===== config.mk =====
export PLATFORM = sky130hd
export DESIGN_NAME = add_slice_sequencer
export DESIGN_NICKNAME = d
export VERILOG_FILES = /design/src/rtl/add_slice_sequencer.sv
export SDC_FILE = /design/constraint.sdc
export NUM_CORES = 1
export LEC_CHECK = 0
export BUFFER_PORTS_ARGS = -buffer_cell sky130_fd_sc_hd__buf_2
export CORE_MARGIN = 1
export CORE_UTILIZATION = 30
export DETAILED_ROUTE_END_ITERATION = 16
export GPL_TIMING_DRIVEN = 0
export PLACE_DENSITY_LB_ADDON = 0.08
export SYNTH_ARGS = -nofsm -noshare
export SYNTH_HDL_FRONTEND = slang
export SYNTH_SLANG_ARGS = --single-unit
export TNS_END_PERCENT = 30

===== constraint.sdc =====
create_clock -name clk -period 2.3 [get_ports clk]
set_input_delay 0.23 -clock clk [delete_from_list [all_inputs] [get_ports clk]]
set_output_delay 0.23 -clock clk [all_outputs]
set_load 0.005 [all_outputs]

===== src/rtl/add_slice_sequencer.sv =====
`default_nettype none
// =====================================================================
// add_slice_sequencer : sequences a W-bit add through an external 4-bit
// full adder, one slice per cycle, LSB slice first.        Rev 1.0
// =====================================================================
module add_slice_sequencer #(
   parameter int NSLICE = 4
) (
   input  logic                  clk,
   input  logic                  rst_n,
   input  logic                  in_valid,
   output logic                  in_ready,
   input  logic [4*NSLICE-1:0]   a_in,
   input  logic [4*NSLICE-1:0]   b_in,
   input  logic                  c_in,
   output logic [3:0]            a_o,
   output logic [3:0]            b_o,
   output logic                  cin_o,
   input  logic [3:0]            s_i,
   input  logic                  cout_i,
   output logic                  out_valid,
   input  logic                  out_ready,
   output logic [4*NSLICE-1:0]   sum_o,
   output logic                  cout_o
);
   localparam int            W        = 4 * NSLICE;
   localparam int            IW       = (NSLICE > 1) ? $clog2(NSLICE) : 1;
   localparam logic [IW-1:0] LAST_IDX = IW'(NSLICE - 1);

   typedef enum logic [1:0] {
      IDLE = 2'd0,
      ADD  = 2'd1,
      DONE = 2'd2
   } state_t;

   state_t          state_q, state_d;
   logic [IW-1:0]   idx_q,   idx_d;
   logic [W-1:0]    a_q,     a_d;
   logic [W-1:0]    b_q,     b_d;
   logic            carry_q, carry_d;
   logic [W-1:0]    work_q,  work_d;
   logic [W-1:0]    sum_q,   sum_d;
   logic            cout_q,  cout_d;

   always_comb begin
      state_d = state_q;
      idx_d   = idx_q;
      a_d     = a_q;
      b_d     = b_q;
      carry_d = carry_q;
      work_d  = work_q;
      sum_d   = sum_q;
      cout_d  = cout_q;
      case (state_q)
         IDLE: begin
            if (in_valid) begin
               a_d     = a_in;
               b_d     = b_in;
               carry_d = c_in;
               idx_d   = '0;
               state_d = ADD;
            end
         end
         ADD: begin
            work_d[{idx_q, 2'b00} +: 4] = s_i;
            carry_d = cout_i;
            // Partial sums stay in work_q so sum_o keeps the previous result until this job completes.
            if (idx_q == LAST_IDX) begin
               sum_d   = work_d;
               cout_d  = cout_i;
               state_d = DONE;
            end else begin
               idx_d = idx_q + 1'b1;
            end
         end
         DONE: begin
            if (out_ready) begin
               state_d = IDLE;
            end
         end
         default: state_d = IDLE;
      endcase
   end

   always_ff @(posedge clk) begin
      if (!rst_n) begin
         state_q <= IDLE;
         idx_q   <= '0;
         a_q     <= '0;
         b_q     <= '0;
         carry_q <= 1'b0;
         work_q  <= '0;
         sum_q   <= '0;
         cout_q  <= 1'b0;
      end else begin
         state_q <= state_d;
         idx_q   <= idx_d;
         a_q     <= a_d;
         b_q     <= b_d;
         carry_q <= carry_d;
         work_q  <= work_d;
         sum_q   <= sum_d;
         cout_q  <= cout_d;
      end
   end

   assign in_ready  = (state_q == IDLE);
   assign out_valid = (state_q == DONE);
   assign a_o       = (state_q == ADD) ? a_q[{idx_q, 2'b00} +: 4] : 4'h0;
   assign b_o       = (state_q == ADD) ? b_q[{idx_q, 2'b00} +: 4] : 4'h0;
   assign cin_o     = (state_q == ADD) ? carry_q : 1'b0;
   assign sum_o     = sum_q;
   assign cout_o    = cout_q;

endmodule
`default_nettype wire


### Word-level counts from Yosys, hierarchy flattened

Index checks and enable logic that the tools add are counted.

* reduce and logical (&&, ||, !) cells: 7
* shift operators: 4
* multiplexer cells: 13
* eq/ne operators: 7
* add/sub/neg operators: 2

Operators by type and width (count)
* $shiftx 16x5->4: 2
* $bwmux 16: 1
* $shift 4x6->16 const A: 1
* $shiftx 4x6->16: 1
* $mux 2: 5
* $mux 4: 2
* $ne 2x2->1 const B: 3
* $neg 4->6: 1
* $pmux 2 s3: 1
* $reduce_and 2->1: 3
* $reduce_and 3->1: 2
* $eq 2x2->1 const B: 2
* $pmux 2 s2: 1
* $add 2x1->2 const B: 1
* $eq 2x1->1 const B: 1
* $logic_not 2->1: 1
* $mux 1: 2
* $ne 2x1->1 const B: 1
* $pmux 1 s2: 1
* $reduce_bool 2->1: 1

* input bits: 42
* output and inout port bits: 28
* bits in registers: 70
* word-level logic and storage cells: 41

### Longest topological paths before layout

* word-level depth: 3
* mapped depth: 8
* gate-level depth less buffers: 5

### Worst setup path after synthesis

No wires, ideal clock.

* kind: register to register
* start point: register idx_q[1]
* end point: register work_q[0]
* cell stages (with the launch flop): 9
* arrival: 1.806 ns
* buffers on the path: 3
* data required time: 2.182 ns
* slack: 0.376 ns
* period minus slack after synthesis: 1.924 ns
* setup time: 0.118 ns
* cell sequence: dfxtp_1 clkbuf_1 inv_1 ha_1 buf_2 and4bb_2 buf_2 a32oi_1 nor2b_1

* cells in the longest elaborated chain, start to end: 3

RTL lines
* start: declaration: line 37 `logic [IW-1:0] idx_q, idx_d;`
* start signal: assignment: line 97 `idx_q <= idx_d;`
* $neg 4->6 (*): line 65 `work_d[{idx_q, 2'b00} +: 4] = s_i;`
* $shiftx 4x6->16 or $shift 4x6->16 (tied branches): line 65
* $bwmux 16 (*): line 65
* end signal: assignment: line 101 `work_q <= work_d;`
* end: declaration: line 41 `logic [W-1:0] work_q, work_d;`

Every way passes the cells marked *; elsewhere a longest branch is shown, timed or not.
A chain may end at the register's enable or synchronous reset.

### Worst setup path in the final report

* start point: register idx_q[1]
* end point: register sum_q[2] (netlist: sum_o[2])

* cells in the longest elaborated chain, start to end: 3

RTL lines
* $neg 4->6: line 65
* $shiftx 4x6->16 or $shift 4x6->16 (tied branches): line 65
* $bwmux 16: line 65
* end signal: assignment: line 102 `sum_q <= sum_d;`
* end: declaration: line 42 `logic [W-1:0] sum_q, sum_d;`

Parallel ways exist; a longest one is shown, timed or not.

==> flow_summary_export.csv <==
group,metric,value,unit
floorplan,die_x,105,um
timing,setup_tns,0,ps
global_route,grt_pass1_vias,2706,
worst_setup_path,crit_required,2520,ps
placed_design,finalWeightedCongestion,0.758,
global_route,groute.usage.overall,0.164,
timing,finalCriticalPeriod,2120,ps
detailed_routing,drtPass1Iterations,6,
timing,maxSlewViolCount,0,
worst_setup_path,reg2regPathDepth,8,
pwr,combPwrFrac,0.107,
timing,period_share,0.923,
detailed_routing,vias,2751,
timing,clock_skew,11.2,ps
pwr,switching_share,0.244,
floorplan,die_h,105,um
global_route,gr-usage-met2,0.274,
cells_and_area,syn2layout_area_growth,24.0,%
cells_and_area,drive_gt1_frac,0.240,
placed_design,io_buffers,68,
worst_hold_path,holdCritPathClass,"primary input to flip-flop",
global_route,antenna_found_initial,0,
detailed_routing,ant_nets,0,
clocking,clk_pin_slew,90,ps
synth,synthCells,354,
floorplan,dieArea,11000,sq um
timing,tightest_slew,477,ps
clocking,postCtsSetupBuffers,0,
floorplan,placementRows,37,
status,status,"finished clean",
clocking,cts-htree-levels,3,
global_route,gr-total-overflow,0,
placed_design,place_hpwl,6.00,mm
pwr,seqPwrFrac,0.452,
cells_and_area,layout.nets,481,
synth,synthesis.nets,402,
global_route,grt-busiest-layer,"met2",
timing,setup_violations,0,
clocking,cts_buffers,9,
pwr,power.static_leakage,1.59,nW
worst_hold_path,whs_path_depth,3,
synth,avgSynthCellArea,8.96,sq um
clocking,cts_tree,"built",
timing,clock.fmax,0.471,GHz
floorplan,num_io_pins,70,
worst_setup_path,cp-start-kind,"flip-flop",
clocking,postCtsHoldBufs,0,
clocking,clock-sinks,70,
worst_setup_path,path_class,"flip-flop to flip-flop",
timing,holdWs,106,ps
synth,ys_types,35,
clocking,root_buffer,"clkbuf_8",
detailed_routing,dr.first_iter.drc_count,90,
synth,synth_warnings,0,
clocking,clkLatencyLatePin,350,ps
synth,syn_area,3170,sq um
synth,synth_seq_cells,70,
global_route,grt_max_degree,13,
cells_and_area,final_cell_mix,"81 x buf_2, 80 x nand2_1, 69 x dfxtp_1",
cells_and_area,final_common_cell,"buf_2",
timing,hold_viol,0,
flow_run,maxCapViolations,0,
clocking,cts.path.max_buffers,2,
detailed_routing,wl_per_cell,14.8,um
global_route,met1_usage,0.212,
worst_hold_path,hold_end,"b_q[3]",
pwr,power_density,719,nW/um^2
worst_setup_path,crit_path_max_fanout,10,
pwr,p_clk_frac,0.442,
pwr,internal_power,2.14,mW
worst_setup_path,reg2reg_to,"sum_o[2]",
global_route,grt_pass1_wl,13.9,mm
cells_and_area,num_antenna_cells,0,
worst_setup_path,regToRegSetupSlack,180,ps
worst_setup_path,cp.arrival,2340,ps
floorplan,core_area,10300,sq um
synth,seq_area_frac_synth,0.442,
pwr,switching_power,0.691,mW
worst_hold_path,min_from,"b_in[3]",
worst_setup_path,r2r_start,"idx_q[1]",
detailed_routing,via_per_inst,4.79,
detailed_routing,routed_wl,8.52,mm
worst_setup_path,critPathCaptureType,"flip-flop",
timing,rsz0062_at_grt,"false",
pwr,vdd_drop_max,0.000287,V
timing,slew_headroom,0.682,
detailed_routing,drc,0,
floorplan,initial_utilization,0.309,
global_route,grt_use_met3,0.0381,
## timing repair
action | in CTS | in global routing
hold endpoints to repair | 0 | 0
resized for setup | 1 | 1
setup endpoints to repair | 24 | 9
## sequential cells by signal, summed over array words and instances (netlist names)
register / cells
cout_o: 1
a_q: 16
carry_q: 1
b_q: 16
state_q: 2
sum_o: 16
work_q: 16
idx_q: 2
## final cells by class
type / instances / area [sq um]
repair buffers: 68 / 340
clock inverters: 5 / 106
clock buffers: 11 / 141
well taps: 136 / 170
multi-input cells: 251 / 1620
fillers: 1156 / 6340
flip-flops and latches: 70 / 1400
plain buffers: 29 / 138
inverters: 4 / 15.0
## critical path: stages, from the launching register on
cell	delay (ps)
dfxtp_1	390
clkbuf_2	310
inv_1	130
ha_1	280
buf_2	190
and4bb_2	260
buf_2	160
a21oi_1	180
a21oi_1	80
## Yosys cell counts
cell type	count	area, sq um
and4bb_2	1	12.5
a31oi_1	8	50.1
or3b_1	1	8.76
a21boi_0	25	188
and2_1	11	68.8
nand2b_1	9	56.3
mux2i_1	2	20.0
nor3b_2	1	12.5
o22ai_1	12	75.1
and2b_2	1	8.76
and3b_1	1	8.76
buf_4	1	7.51
dfxtp_1	70	1400
nand4_1	9	56.3
buf_6	1	11.3
nor3b_1	1	7.51
nor2b_1	13	81.3
o21ai_0	19	95.1
a32oi_1	8	70.1
a21oi_1	12	60.1
inv_1	4	15.0
nor2_1	4	15.0
nand3_1	5	25.0
a21boi_1	7	52.6
mux4_1	8	210
nor3_1	2	10.0
ha_1	6	75.1
clkbuf_1	14	52.6
nand3b_1	1	7.51
nand2_1	80	300
o32ai_1	1	8.76
nor3b_4	1	18.8
buf_2	13	65.1
nand3_2	1	10.0
o21a_1	1	7.51
## worst max-delay path by stage
stage / start / endpoint / slack [ps]
6_report: idx_q[1] / sum_o[2] / 180
5_1_grt: idx_q[1] / sum_o[1] / 3
4_1_cts: idx_q[0] / a_o[1] / 90
3_5_place_dp: idx_q[1] / sum_o[0] / -140
3_3_place_gp: idx_q[1] / sum_o[2] / -70
2_1_floorplan: idx_q[1] / work_q[0] / 380
## cell families after synthesis
family | share of synthesized area
flip-flops | 0.442
adder cells (fa/ha/maj) | 0.0237
AO/OA/AOI/OAI | 0.191
buffers and inverters | 0.0477
AND/OR/NAND/NOR | 0.223
multiplexers | 0.0726
## power by group through the flow
stage | Sequential, mW | Combinational (mW) | Clock [mW]
2_1_floorplan | 1.30 | 0.194 | 0
3_3_place_gp | 1.30 | 0.303 | 0
3_5_place_dp | 1.31 | 0.307 | 0
4_1_cts | 1.28 | 0.308 | 1.28
5_1_grt | 1.28 | 0.342 | 1.34
6_report | 1.28 | 0.302 | 1.25
## metal layers
metal	wire [um]	share of wire	vias up
met1	4090	0.48	1283
met5	0	0	-
met3	296	0.035	12
met2	4040	0.47	53
li1	-	-	1403
met4	93	0.011	0
## per-stage QoR
step           setup WS [ps]  cell area, sq um  std cells   util  total power [mW]
2_1_floorplan            376              3170        354      -              1.49
3_3_place_gp           -66.2              3680        558  0.358              1.61
3_5_place_dp            -140              3680        558  0.358              1.61
4_1_cts                 85.4              3930        574  0.383              2.87
5_1_grt                 2.73              3930        574  0.383              2.96
6_report                 177              3930        574  0.383              2.83
No activity file was read; power rests on OpenSTA's default activity.
